<file path="src/rtl/coin_credit_ctrl.sv">
// Coin-operated charger credit controller.
// Tracks coin credit, runs the charge timer, and signals done.
module coin_credit_ctrl #(
  parameter int SEC_PER_YUAN = 60,
  parameter int MAX_CREDIT   = 20,
  parameter int IDLE_TIMEOUT = 10
) (
  input  logic        clk,
  input  logic        reset,
  input  logic        tick,
  input  logic        coin1,
  input  logic        coin5,
  input  logic        start,
  input  logic        cancel,
  output logic        charging,
  output logic [4:0]  credit,
  output logic [10:0] remaining,
  output logic        reject,
  output logic        done
);

  localparam int TW = $clog2(IDLE_TIMEOUT + 1);
  localparam logic [5:0]  MAXC = 6'(MAX_CREDIT);
  localparam logic [10:0] SEC  = 11'(SEC_PER_YUAN);
  localparam logic [TW-1:0] TLAST = TW'(IDLE_TIMEOUT - 1);

  typedef enum logic [1:0] {
    S_IDLE,
    S_INPUT,
    S_CHARGING,
    S_DONE
  } state_t;

  state_t          state, state_n;
  logic [4:0]      credit_n;
  logic [10:0]     rem_n;
  logic            rej_n;
  logic [TW-1:0]   tmo, tmo_n;
  logic [1:0]      dcnt, dcnt_n;

  logic            ok5, ok1;
  logic [4:0]      c5, c1;
  logic            coin_any, coin_rej;

  assign charging = (state == S_CHARGING);
  assign done     = (state == S_DONE);

  // coin5 is judged first, then coin1 against the updated credit
  always_comb begin
    ok5      = coin5 && (({1'b0, credit} + 6'd5) <= MAXC);
    c5       = ok5 ? credit + 5'd5 : credit;
    ok1      = coin1 && (({1'b0, c5} + 6'd1) <= MAXC);
    c1       = ok1 ? c5 + 5'd1 : c5;
    coin_any = coin1 | coin5;
    coin_rej = (coin5 & ~ok5) | (coin1 & ~ok1);
  end

  // state register and registered outputs
  always_ff @(posedge clk or negedge reset) begin
    if (!reset) begin
      state     <= S_IDLE;
      credit    <= '0;
      remaining <= '0;
      reject    <= 1'b0;
      tmo       <= '0;
      dcnt      <= '0;
    end else begin
      state     <= state_n;
      credit    <= credit_n;
      remaining <= rem_n;
      reject    <= rej_n;
      tmo       <= tmo_n;
      dcnt      <= dcnt_n;
    end
  end

  // next-state and datapath decisions
  always_comb begin
    state_n  = state;
    credit_n = credit;
    rem_n    = remaining;
    rej_n    = 1'b0;
    tmo_n    = tmo;
    dcnt_n   = dcnt;
    unique case (state)
      S_IDLE: begin
        rem_n = '0;
        if (cancel) begin
          rej_n = coin_any;
        end else if (coin_any) begin
          credit_n = c1;
          rem_n    = {6'd0, c1} * SEC;
          rej_n    = coin_rej;
          tmo_n    = '0;
          state_n  = S_INPUT;
        end
      end
      S_INPUT: begin
        if (cancel) begin
          credit_n = '0;
          rem_n    = '0;
          rej_n    = 1'b1;
          tmo_n    = '0;
          state_n  = S_IDLE;
        end else if (start && credit != '0) begin
          credit_n = '0;
          rem_n    = {6'd0, credit} * SEC;
          rej_n    = coin_any;
          tmo_n    = '0;
          state_n  = S_CHARGING;
        end else if (coin_any) begin
          credit_n = c1;
          rem_n    = {6'd0, c1} * SEC;
          rej_n    = coin_rej;
          tmo_n    = '0;
        end else if (start) begin
          tmo_n = '0;
        end else if (tick) begin
          if (tmo == TLAST) begin
            credit_n = '0;
            rem_n    = '0;
            tmo_n    = '0;
            state_n  = S_IDLE;
          end else begin
            tmo_n = tmo + 1'b1;
          end
        end
      end
      S_CHARGING: begin
        rej_n = coin_any;
        if (tick) begin
          if (remaining <= 11'd1) begin
            rem_n   = '0;
            dcnt_n  = '0;
            state_n = S_DONE;
          end else begin
            rem_n = remaining - 11'd1;
          end
        end
      end
      S_DONE: begin
        rej_n = coin_any;
        rem_n = '0;
        if (tick) begin
          if (dcnt == 2'd2) begin
            dcnt_n  = '0;
            state_n = S_IDLE;
          end else begin
            dcnt_n = dcnt + 2'd1;
          end
        end
      end
      default: state_n = S_IDLE;
    endcase
  end

endmodule

</file>
<file path="config.mk">
export PLATFORM = sky130hd
export DESIGN_NAME = coin_credit_ctrl
export DESIGN_NICKNAME = d
export VERILOG_FILES = /design/src/rtl/coin_credit_ctrl.sv
export SDC_FILE = /design/constraint.sdc
export NUM_CORES = 1
export LEC_CHECK = 0
export ABC_AREA = 1
export BUFFER_PORTS_ARGS = -buffer_cell sky130_fd_sc_hd__buf_2
export CELL_PAD_IN_SITES_DETAIL_PLACEMENT = 1
export CELL_PAD_IN_SITES_GLOBAL_PLACEMENT = 1
export CORE_MARGIN = 2
export CORE_UTILIZATION = 40
export DETAILED_ROUTE_END_ITERATION = 6
export PLACE_DENSITY = 0.78
export SLEW_MARGIN = 20
export SYNTH_ARGS = -nofsm -noshare
export SYNTH_HDL_FRONTEND = slang
export SYNTH_SLANG_ARGS = --single-unit
</file>
<file path="constraint.sdc">
create_clock -name clk -period 5.1 [get_ports clk]
set_input_delay 0.51 -clock clk [delete_from_list [all_inputs] [get_ports clk]]
set_output_delay 0.51 -clock clk [all_outputs]
set_load 0.01 [all_outputs]
</file>
# Word-level counts from Yosys, hierarchy flattened
# Cells that the tools add are included.
# classes
n_addsub	7
multipliers	2
magnitude_cmp	3
eq_ne	19
muxes	54
bitwise	6
n_reduce_logical	13
# op_table
op	count
2-to-1 mux 11 bit	10
2-to-1 mux 5 bit	10
one-hot mux 11 bit (4 select lines)	1
2-to-1 mux 2 bit	16
2-to-1 mux 4 bit	8
multiplier 5 x 4 -> 9 bit, second input constant	2
!= test 4 bit, second input constant	4
!= test 5 bit, second input constant	3
less-or-equal comparator 6 x 5 -> 1 bit, second input constant	2
AND reduction 4 bit	3
less-or-equal comparator 11 x 1 -> 1 bit, second input constant	1
subtractor 11 x 1 -> 11 bit, second input constant	1
one-hot mux 5 bit (2 select lines)	1
AND reduction 10 bit	1
!= test 2 bit, second input constant	4
one-hot mux 2 bit (4 select lines)	1
one-hot mux 4 bit (2 select lines)	1
adder 5 x 1 -> 6 bit, second input constant	1
adder 5 x 3 -> 6 bit, second input constant	1
equality test 2 bit, second input constant	3
!= test 6 bit, second input constant	1
AND reduction 6 bit	1
adder 5 x 1 -> 5 bit, second input constant	1
adder 5 x 3 -> 5 bit, second input constant	1
other kinds (16)	26
# word_totals
regBits	25
input_bits	7
out_inout_bits	19
wordCells	110

# Logic depth before layout (Yosys ltp)
# Gate-level depths: netlist (run 1).
# logic_depth
ltp_word	14
depth_mapped	39
mapped_depth_nobuf	39

# Worst setup path after synthesis (run 1)
# No wires, ideal clock.
# synth_path
path_type	flip-flop to flip-flop
startpoint	register credit[2]
endpoint	register remaining[10]
setup_time_ns	0.123
arrival_ns	4.984
t_required_ns	4.977
setup_slack_ns	-0.007
stages_incl_launch_ff	36
path_buffers	0
synth_period_minus_slack_ns	5.107
path_cell_list	dfrtp_1 -> inv_2 -> ha_1 -> nand2_1 -> nand3_1 -> nand2_2 -> nand2_2 -> nand2_4 -> nand3_4 -> nand2_1 -> nand2_2 -> ha_1 -> nand3b_1 -> nand3b_1 -> nand3_1 -> nand2_2 -> nand3_4 -> nand2_1 -> nand2_2 -> fa_1 -> inv_1 -> fa_1 -> inv_1 -> fa_1 -> o31ai_1 -> nand2_1 -> inv_1 -> nor2_1 -> inv_1 -> a21oi_1 -> inv_1 -> nand2_1 -> nand3_1 -> nand3_1 -> a21oi_1 -> a21oi_1
# synth_between
elab_chain_cells	13
word_cells_on_any_way	24
classes_between	add/sub: 4; mul: 2; order compare: 2; eq/ne: 3; mux: 8; reduce/logical: 5
# synth_lines
element	line_no	text
start: declaration	16	output logic [4:0] credit,
start signal: assignment	69	credit <= credit_n;
adder 5 x 3 -> 6 bit	50	ok5 = coin5 && (({1'b0, credit} + 6'd5) <= MAXC);
less-or-equal comparator 6 x 5 -> 1 bit	50	
logical AND 1 bit	50	
2-to-1 mux 5 bit	51	c5 = ok5 ? credit + 5'd5 : credit;
adder 5 x 1 -> 6 bit	52	ok1 = coin1 && (({1'b0, c5} + 6'd1) <= MAXC);
less-or-equal comparator 6 x 5 -> 1 bit	52	
logical AND 1 bit	52	
2-to-1 mux 5 bit	53	c1 = ok1 ? c5 + 5'd1 : c5;
multiplier 5 x 4 -> 9 bit	92, 113	
2-to-1 mux 11 bit	111	end else if (coin_any) begin
2-to-1 mux 11 bit	105	end else if (start && credit != '0) begin
2-to-1 mux 11 bit	99	if (cancel) begin
one-hot mux 11 bit (4 select lines)	85	unique case (state)
end signal: assignment	70	remaining <= rem_n;
end: declaration	17	output logic [10:0] remaining,
# Several ways; a longest one is shown, not always the timed one.
# A chain may end at the register's enable or synchronous reset.

# Worst setup path after layout (run 1)
# layout_path
startpoint	register credit[1]
endpoint	register remaining[10]
# The elaborated chain is that of the path after synthesis.

==> results of run 1 <==
-- worst paths after layout --
path | from | endpoint | slack, ns | depth (start not counted)
worst max-delay path | credit[1] | remaining[10] | -0.03 | 34
worst min-delay path | reset | state[0] | 0.23 | 1
worst max register to register | credit[1] | remaining[10] | -0.03 | 34
worst min register to register | tmo[2] | tmo[2] | 0.51 | 1
max in group asynchronous | reset | credit[2] | 4.42 | 1
min in group clk | tmo[2] | tmo[2] | 0.51 | 1
-- sequential cells by signal (all words and copies together) (netlist names), named ones only --
name,count
reject,1
state,1
remaining,11
dcnt,2
tmo,4
credit,5
-- critical path: cells and delay by family, from the launching register on --
kind            cells  cell delay (ns)
flops               1             0.50
buf+inv             7             0.63
simple gates       18             1.69
compound gates      4             0.40
fa+ha+maj           5             1.85
-- stage by stage --
| stage | hold WS, ns | instances |
|---|---|---|
| 2_1_floorplan | 0.2144 | 423 |
| 3_3_place_gp | 0.4844 | 561 |
| 3_5_place_dp | 0.4946 | 561 |
| 4_1_cts | 0.2430 | 569 |
| 5_1_grt | 0.2730 | 581 |
| 6_report | 0.2290 | 581 |
-- cell usage in the layout (no fill, tap or decap), types with 5 or more instances in the layout --
master and n:
inv_1 72, nand2_1 65, nor2_1 51, buf_4 33, ha_1 31, buf_2 25
dfrtp_1 23, nand2_2 17, o21ai_0 16, nand3_1 15, a21oi_1 14, xor2_1 12
fa_1 12, nand4_1 11, nand2_4 8, ha_4 6, nor3_1 5
-- metal layers --
metal,vias up,share of wire (%)
met5,-,0
met3,17,1.9
met2,36,53
met1,1518,43
met4,0,1.9
li1,1481,-
-- repair_timing --
item                                    4_1_cts  5_1_grt
pin swaps                                     5       13
cloned                                        0        0
endpoints found under the setup margin        3        6
resized for setup                            18       30
buffers inserted                              4       12
-- cells by family (layout without fill, tap and decap cells) --
group	Yosys count	after routing
XOR/XNOR	12	12
AO/OA/AOI/OAI	62	62
buffers and inverters	83	142
AND/OR/NAND/NOR	190	190
adder cells (fa/ha/maj)	51	51
flip-flops	25	25
-- layout make-up --
class | instances | share of cell area, %
clock buffers | 3 | 1.085
inverters | 79 | 7.991
flip-flops and latches | 25 | 16.51
multi-input cells | 315 | 60.87
clock inverters | 1 | 0.1973
repair buffers | 59 | 10.10
well taps | 99 | 3.256
==> results.json, run 1 <==
{
  "status": "complete, but fails checks",
  "violations": "setup timing",
  "synth_common_cells": "inv_1 (76), nand2_1 (74), nor2_1 (51)",
  "critical_path_class": "reg2reg",
  "numCtsBuffers": 3,
  "cp_slowest_stage_delay_ns": 0.59,
  "dpl_cell_area_mm2": 0.003431,
  "async_flop_share_pct": 100.0,
  "viasPerCell": 5.253,
  "die_height_um": 91.56,
  "grt_start_max_net_pins": 26,
  "synthSimpleGateAreaFrac_pct": 29.09,
  "drt-initial-drc-count": 122,
  "synth_xor_area_share_pct": 3.427,
  "syn-num-nets": 481,
  "syn_area_mm2": 0.003067,
  "max-slew-margin-rel_pct": 51.42,
  "fill_cells": 949,
  "dr.pass1.iters": 4,
  "synth_area_per_cell_um2": 7.250,
  "syn_inst": 423,
  "cts_tree": "yes",
  "drt_wl_total_um": 10170,
  "synth_compound_area_share_pct": 12.48,
  "netlist.area_leader.share_pct": 20.40,
  "antenna_found_initial": 0,
  "synth-seq-area-share_pct": 20.40,
  "end_kind": "register",
  "synth_mux_area_share_pct": 0,
  "row_count": 31,
  "synthTopCellsByArea": "dfrtp_1 (20%), ha_1 (15%), inv_1 (9.3%), fa_1 (9.1%), nand2_1 (9.1%)",
  "place_congestion": 0.8176,
  "finalSetupViolations": 2,
  "crit_arrival_ns": 5.36,
  "boundaryPins": 26,
  "grt_pass1_wl_um": 15840,
  "synth_cell_type_count": 38,
  "io_buffers": 25,
  "die_area_mm2": 0.008383,
  "routed_wire_length_per_instance_um": 17.51,
  "yosysMostFrequentCell": "inv_1",
  "cap_violations": 0,
  "initial_core_util_pct": 41.83,
  "synth-seq-cells": 25,
  "worstMarginPinSlew_ns": 0.7238,
  "ys_warn_count": 0,
  "use_met2_pct": 44.12,
  "cp.required_ns": 5.33,
  "path_max_fanout": 6,
  "max_freq_mhz": 194.8,
  "synth_top_family_by_area": "simple AND/OR/NAND/NOR gates",
  "area_delta_synth_final_pct": 24.07,
  "grt_use_met3_pct": 0.7469,
  "synth_flop_cell": "dfrtp_1",
  "worst_slack_ns": -0.03257,
  "hold_class": "in2async",
  "setup_tns_ns": -0.04990,
  "clk_pin_slew_ns": 0.11,
  "skew_ns": 0.006141,
  "post-route-util_pct": 51.90,
  "rsz0062_at_grt": "true",
  "cts_root_buf": "clkbuf_8",
  "pre_cts_slack_ns": -0.2407,
  "final_nets": 541,
  "drv_slew": 0,
  "first_global_vias": 3235,
  "postCtsHoldBufs": 0,
  "drive_above_1_share_pct": 26.14,
  "dp_hpwl_um": 7318,
  "critPathLaunchType": "register",
  "die_w_um": 91.56,
  "cts_sinks": 25,
  "fin_area_mm2": 0.003805,
  "worstSkewPairLatency_ns": 0.29,
  "vias": 3052,
  "grt.total_usage_pct": 23.58,
  "grt.busiest_layer": "met2",
  "grt-ovfl-total": 0,
  "period_share_pct": 100.6,
  "clockBufferDepth": 2,
  "synthAdderAreaFrac_pct": 24.24,
  "synth_edf_count": 0,
  "hold_violations": 0,
  "antenna_left": 0,
  "drc_errors": 0,
  "yosysTopAreaCell": "dfrtp_1",
  "n_antenna_cell": 0,
  "regArea_um2": 628.1,
  "cpMostUsedCell": "nand2_2",
  "period_needed_ns": 5.133,
  "core_region_area_mm2": 0.007331,
  "htree_num_levels": 1,
  "multiInputGateArea_mm2": 0.002316,
  "gr-usage-met1_pct": 29.95,
  "cp_slowest_cell": "fa_1"
}
Power of run 1 is not shown: default switching activity piles up to over one toggle a cycle in this logic, so the estimate is an artifact.
==> run 2, diff against run 1 <==
--- a/config.mk
+++ b/config.mk
@@ -13,4 +13,5 @@
 export CORE_UTILIZATION = 40
 export DETAILED_ROUTE_END_ITERATION = 6
+export GPL_ROUTABILITY_DRIVEN = 0
 export PLACE_DENSITY = 0.78
 export SLEW_MARGIN = 20
==> constraint.sdc (replaced) <==
create_clock -name clk -period 5.1 [get_ports clk]
set_input_delay 1.02 -clock clk [delete_from_list [all_inputs] [get_ports clk]]
set_output_delay 1.02 -clock clk [all_outputs]
set_load 0.01 [all_outputs]
==> run 2 against run 1 <==
Against the previous run: the flow still finishes with violations (setup timing); first-iteration DRC count is 0.82% higher; count of clock-buffer cells in the layout stayed put; final cell count is 2.2% higher; register-to-register slack worse by 0.12 ns; global-route usage is 1.4 points lower; critical path depth is 3 higher; design area is 5.9% higher; non-clock buffer count is 13 higher; critical path type unchanged; critical endpoint unchanged.
==> results.json, run 2 (synthesized netlist as in run 1, its figures left out) <==
{
  "fin_cells": 594,
  "postCtsHoldBufs": 0,
  "cap_violations": 0,
  "drc_errors": 0,
  "finalSetupViolations": 4,
  "cts_root_buf": "clkbuf_8",
  "max-slew-margin-rel_pct": 33.34,
  "skew_ns": 0.008508,
  "holdPathEnd": "tmo[2]",
  "cts_sinks": 25,
  "grt-ovfl-total": 0,
  "cts_tree": "yes",
  "hold_violations": 0,
  "worst_slack_ns": -0.1535,
  "clk_pin_slew_ns": 0.11,
  "post-route-util_pct": 54.96,
  "n_antenna_cell": 0,
  "cp_slowest_stage_delay_ns": 0.57,
  "status": "complete, but fails checks",
  "setup_tns_ns": -0.2628,
  "critPathBufInv": 7,
  "clockBufferDepth": 2,
  "vias": 3142,
  "worstHoldPathCells": 1,
  "final_nets": 554,
  "r2r_end": "remaining[10]",
  "holdWs_ns": 0.5110,
  "final_cell_mix": "inv_1 (71), nand2_1 (62), nor2_1 (50), buf_4 (41), ha_1 (28)",
  "final_common_cell": "inv_1",
  "cp.required_ns": 5.27,
  "core_region_area_mm2": 0.007331,
  "reg.largest.list": "remaining: 11 flops, credit: 5 flops, tmo: 4 flops",
  "grt_start_max_net_pins": 26,
  "crit-reg2reg-launch": "credit[2]",
  "drive_above_1_share_pct": 31.11,
  "io_buffers": 25,
  "grt_pass1_wl_um": 15130,
  "period_needed_ns": 5.254,
  "rrSetupSlack_ns": -0.15,
  "cpMostUsedCell": "nand2_4",
  "rr_worst_depth": 37,
  "max_freq_mhz": 190.3,
  "boundaryPins": 26,
  "die_w_um": 91.56,
  "initial_core_util_pct": 41.83,
  "drt_wl_total_um": 10580,
  "hold_class": "reg2reg",
  "crit_arrival_ns": 5.43,
  "largest_reg_flops": 11,
  "die_area_mm2": 0.008383,
  "htree_num_levels": 1,
  "row_count": 31,
  "dr.pass1.iters": 4,
  "worstMarginPinSlew_ns": 0.9894,
  "dp_hpwl_um": 7193,
  "drv_slew": 0,
  "grt.total_usage_pct": 22.18,
  "critical_path_class": "reg2reg",
  "period_share_pct": 103.0,
  "min-delay-start": "tmo[2]",
  "antenna_found_initial": 0,
  "worstSkewPairLatency_ns": 0.29,
  "critPathLaunchType": "register",
  "routed_wire_length_per_instance_um": 17.81,
  "regMostFlops": "remaining",
  "numCtsBuffers": 3,
  "dp.cells": 567,
  "path_max_fanout": 7,
  "end_kind": "register",
  "crit_family": "simple AND/OR/NAND/NOR gates",
  "cp_slowest_cell": "fa_1",
  "rsz0062_at_grt": "true",
  "area_delta_synth_final_pct": 31.37,
  "violations": "setup timing",
  "antenna_left": 0,
  "viasPerCell": 5.290,
  "first_global_vias": 3169,
  "die_height_um": 91.56,
  "drt-initial-drc-count": 123
}
run 2: layer usage:
metal | global-route usage (%) | vias to the layer above | part of all wire [%]
met5 | 0 | - | 0
li1 | - | 1504 | -
met1 | 28.72 | 1589 | 43
met2 | 40.07 | 36 | 53
met4 | 4.419 | 0 | 1.5
met3 | 1.992 | 13 | 1.9
run 2: cell type report:
| type | count | area [µm²] |
|---|---|---|
| tap | 99 | 123.9 |
| inverter | 79 | 306.5 |
| timing repair buffer | 72 | 518.0 |
| fill | 917 | 3302 |
| multi-input combinational | 315 | 2405 |
| clock inverter | 1 | 5.005 |
| clock buffer | 3 | 41.29 |
| sequential | 25 | 629.4 |
run 2: what timing repair did:
item	4_1_cts	5_1_grt
setup endpoints to repair	4	6
resized for setup	8	68
pin swaps	2	37
buffers inserted	2	21
run 2: worst max path at each step:
| stage | start | to | slack [ns] | depth (start not counted) |
|---|---|---|---|---|
| global route | credit[2] | remaining[10] | -0.49 | 38 |
| floorplan | credit[2] | remaining[10] | 0.1 | 36 |
| global placement | coin5 | remaining[10] | 0.06 | 29 |
| finish | credit[2] | remaining[10] | -0.15 | 37 |
| detailed placement | credit[1] | remaining[10] | -0.16 | 34 |
| CTS | credit[1] | remaining[10] | 0.01 | 34 |
run 2: through the flow:
stage	setup slack [ns]	cell area (µm²)
2_1_floorplan	0.09670	3068
5_1_grt	-0.4901	4029
6_report	-0.1535	4029
3_5_place_dp	-0.1612	3476
4_1_cts	0.01247	3567
3_3_place_gp	0.06441	3476
Power of run 2 is left out for the same reason.
